[config.mk]
export PLATFORM = sky130hd
export DESIGN_NAME = mult_seq_ctrl
export DESIGN_NICKNAME = d
export VERILOG_FILES = /design/src/rtl/mult_seq_ctrl.sv
export SDC_FILE = /design/constraint.sdc
export NUM_CORES = 1
export LEC_CHECK = 0
export ABC_AREA = 1
export BUFFER_PORTS_ARGS = -buffer_cell sky130_fd_sc_hd__buf_2
export CORE_AREA = 2 2 82 65
export DETAILED_ROUTE_END_ITERATION = 16
export DIE_AREA = 0 0 84 67
export PLACE_DENSITY = 0.55
export SLEW_MARGIN = 0
export SYNTH_ARGS = -nofsm -noshare
export SYNTH_HDL_FRONTEND = slang
export SYNTH_SLANG_ARGS = --single-unit
[constraint.sdc]
create_clock -name clk -period 1.45 [get_ports clk]
set_input_delay 0.2175 -clock clk [delete_from_list [all_inputs] [get_ports clk]]
set_output_delay 0.2175 -clock clk [all_outputs]
set_load 0.02 [all_outputs]
[src/rtl/mult_seq_ctrl.sv]
// Moore controller for a repeated-addition multiplier: sequences load/clear/add/decrement
// strobes, counts iterations, and aborts with err on a stuck counter. Optional: MULT_SEQ_CTRL_ABORT_EN.
module mult_seq_ctrl #(
    parameter int unsigned       ITER_W   = 16,
    parameter logic [ITER_W-1:0] MAX_ITER = ITER_W'(16'hFFFF)
) (
    input  logic              clk,
    input  logic              rst_n,
    input  logic              start,
    input  logic              ack,
    input  logic              eqz,
`ifdef MULT_SEQ_CTRL_ABORT_EN
    input  logic              abort,
`endif
    output logic              lda,
    output logic              ldb,
    output logic              clrp,
    output logic              ldp,
    output logic              decb,
    output logic              busy,
    output logic              done,
    output logic              err,
    output logic [ITER_W-1:0] iter_cnt
);

    typedef enum logic [2:0] {
        IDLE   = 3'd0,
        LOAD_A = 3'd1,
        LOAD_B = 3'd2,
        CHECK  = 3'd3,
        ADD    = 3'd4,
        DONE   = 3'd5,
        ERR    = 3'd6
    } state_t;

    state_t            r_state;
    state_t            w_next;
    logic [ITER_W-1:0] r_iter;

    always_ff @(posedge clk or negedge rst_n) begin
        if (!rst_n) begin
            r_state <= IDLE;
        end else begin
            r_state <= w_next;
        end
    end

    always_comb begin
        w_next = IDLE;
        case (r_state)
            IDLE:    w_next = start ? LOAD_A : IDLE;
            LOAD_A:  w_next = LOAD_B;
            LOAD_B:  w_next = CHECK;
            CHECK: begin
                if (eqz) begin
                    w_next = DONE;
                end else if (r_iter == MAX_ITER) begin
                    w_next = ERR;
                end else begin
                    w_next = ADD;
                end
            end
            ADD:     w_next = CHECK;
            DONE:    w_next = ack ? IDLE : DONE;
            ERR:     w_next = ack ? IDLE : ERR;
            default: w_next = IDLE;
        endcase
`ifdef MULT_SEQ_CTRL_ABORT_EN
        if (abort && (r_state != IDLE)) begin
            w_next = IDLE;
        end
`endif
    end

    // Increment only when the ADD really completes, so an abort keeps the count reached.
    always_ff @(posedge clk or negedge rst_n) begin
        if (!rst_n) begin
            r_iter <= '0;
        end else if ((r_state == IDLE) && (w_next == LOAD_A)) begin
            r_iter <= '0;
        end else if ((r_state == ADD) && (w_next == CHECK)) begin
            r_iter <= r_iter + ITER_W'(1);
        end
    end

    always_comb begin
        lda  = 1'b0;
        ldb  = 1'b0;
        clrp = 1'b0;
        ldp  = 1'b0;
        decb = 1'b0;
        busy = 1'b0;
        done = 1'b0;
        err  = 1'b0;
        case (r_state)
            LOAD_A: begin
                lda  = 1'b1;
                clrp = 1'b1;
                busy = 1'b1;
            end
            LOAD_B: begin
                ldb  = 1'b1;
                busy = 1'b1;
            end
            CHECK:  busy = 1'b1;
            ADD: begin
                ldp  = 1'b1;
                decb = 1'b1;
                busy = 1'b1;
            end
            DONE:   done = 1'b1;
            ERR: begin
                err  = 1'b1;
                done = 1'b1;
            end
            default: ;
        endcase
    end

    assign iter_cnt = r_iter;

endmodule

==> reports/results.tsv <==
metric	value	unit
Port Buffer Count	28	
PD cells	1380	nW/um2
Final WS setup	-0.0174	ns
# H-tree levels	1	
clk slew on worst S/H paths	0.08	ns
Hold Vio Cnt, Final	0	
CTS buffer count	3	
Yosys cell types	27	
slowest cell on the critical path	dfrtp_1	
Vias/cell	4.36	
number of I/O pins	29	
maximum VDD drop	0.462	mV
Area Overhead vs Synth	43.9	%
Nets	216	
Pwr Total	2.31	mW
first-pass GRT wire length	4950	um
Worst Tran Pin Value	0.448	ns
Synth Instances	159	
WL per Instance	12.1	um
critical path arrival	1.25	ns
diodes inserted	0	
worst setup path start	r_state[0]	
Mapped Area	1160	um2
worst relative slew slack	0.701	
CTS tree	built	
Crit Path Max Fanout	4	
initial antenna violation count	0	
WP data required	1.23	ns
die area	5630	um2
failing checks	negative setup slack	
Max Cap Viol	0	
fmax	0.681	GHz
die span in x	84	um
overall routing resource usage	0.111	
placed insts	249	
Routed WL	3260	um
Yosys Warn Count	0	
clk_lat worst skew	0.26	ns
hold crit path type	in2reg	
vias	1174	
die span in y	67	um
status	finished with violations	
Cell Count, Final, Fillers Out	269	
CP Capture Type	primary output	
post-layout min period	1.47	ns
CP cell instances	nor2_4 > nand2_4 > nand2_4 > inv_2 > nand2_2 > buf_6	
pre-CTS worst setup slack	0.0768	ns
Leak Pwr	0.899	nW
share of cells above drive strength 1	0.392	
Most common cell on crit path	nand2_4	
post-route cell area	1670	um2
Worst Skew	0.00494	ns
reg2reg start	r_state[0]	
synthesized net count	165	
DRT iter0 DRCs	68	
Mapped Avg Cell Area	7.32	um2
Hold Path Depth	3	
Clock Tree Buf Depth	2	
DR pass1 iterations	4	
grt total ovfl	0	
Worst setup SP type	flop	
Crit path largest cell delay	0.43	ns
clk sinks	19	
number of global-route vias before repair	1030	
most frequent cells in the layout	nand2_1, buf_2, buf_4	
row count	22	
initial core utilization	0.244	
RSZ-0062 raised after global routing	true	
core area	4760	um2
Placer Congestion	0.811	
R2R setup slack	0.03	ns
commonest non-fill, non-tap cell in the layout	nand2_1	
setup_tns	-0.0297	ns
critical path class	reg2out	
clock root buffer	clkbuf_8	
critical path endpoint	busy	
reg2reg end	iter_cnt[10]	
Post-DRT Antenna Nets	0	
largest net degree at the start of global routing	20	
Seq cells post-synth	19	
Setup violations, final	2	
Slew Limit Fails	0	
r2r worst-path depth	7	
DRC	0	
DP HPWL	2240	um
Cell Area, Placed	1400	um2
period utilization	1.01	
sequential cell area fraction in the yosys report	0.409	
-- critical path, delay by kind of cell, from the launching register on --
kind	cells	cell delay, ns
flops	1	0.43
buf+inv	2	0.15
simple gates	4	0.40
-- cells in the mapped netlist --
library cell	count	area, um2
or2_1	1	6.26
a22o_1	1	8.76
buf_4	3	22.5
nand4_1	6	37.5
nand3_1	13	65.1
inv_4	2	12.5
nand2_4	1	11.3
a31oi_1	1	6.26
xor2_1	3	26.3
nor3_1	5	25.0
nand3b_1	2	15.0
a21oi_1	4	20.0
dfrtp_1	19	475
o21ai_0	1	5.00
inv_1	19	71.3
nand3_2	1	10.0
nand2_1	36	135
and2_1	1	6.26
nand2_2	3	18.8
o2111ai_1	1	8.76
or2_2	1	6.26
inv_2	3	11.3
ha_1	1	12.5
nor3b_1	2	15.0
nor2_2	3	18.8
nor2_4	2	22.5
nor2_1	24	90.1
-- logic make-up after synthesis --
family / share of synthesized area
and+or+nand+nor: 0.415
DFF: 0.409
adders and majority gates: 0.0108
buffers and inverters: 0.101
xor gates and xnor gates: 0.0226
AOI/OAI and AO/OA: 0.0419
-- routing by layer --
layer  share of wire  global-route usage  up-vias
li1                -                   -      601
met1            0.52               0.161      546
met2            0.44               0.163       23
met3           0.042              0.0335        4
met4          0.0058              0.0242        0
met5               0                   0        -
-- what timing repair did --
action	4_1_cts	5_1_grt
hold buffers	1	0
pin swaps	3	6
gates resized for setup	18	14
setup endpoints to repair	6	9
hold endpoints to repair	19	0
setup buffers	7	8
-- worst min-delay path by stage --
stage	startpoint	slack (ns)	endpoint
floorplan	rst_n	-0.08	iter_cnt[0]
global placement	rst_n	0.19	iter_cnt[4]
detailed placement	rst_n	0.19	iter_cnt[2]
CTS	ack	0.25	r_state[2]
global route	ack	0.26	r_state[2]
finish	ack	0.26	r_state[2]
-- flip-flops by register name (all words and copies together) (netlist names) --
| signal | cells |
|---|---|
| iter_cnt | 16 |
| r_state | 3 |
-- final cells by class --
cell class,instances,area (um2)
fillers,488,3090
multi-input cells,113,636
flip-flops and latches,19,478
repair buffers,49,334
inverters,24,105
well taps,60,75.1
clock buffers,3,41.3
clock inverters,1,5.00
-- where the power goes --
group / leakage [nW] / total [mW] / switching [mW] / internal (mW)
registers: 0.257 / 0.680 / 0.0830 / 0.597
logic: 0.617 / 1.25 / 0.673 / 0.578
clock network: 0.0255 / 0.379 / 0.187 / 0.191
-- metrics by stage --
step                utilization  hold slack [ns]
global placement          0.293            0.187
floorplan                     -          -0.0781
CTS                       0.326            0.252
detailed placement        0.293            0.191
finish                    0.352            0.262
global route              0.352            0.262
Note: power is estimated with default switching activity, not from simulation.
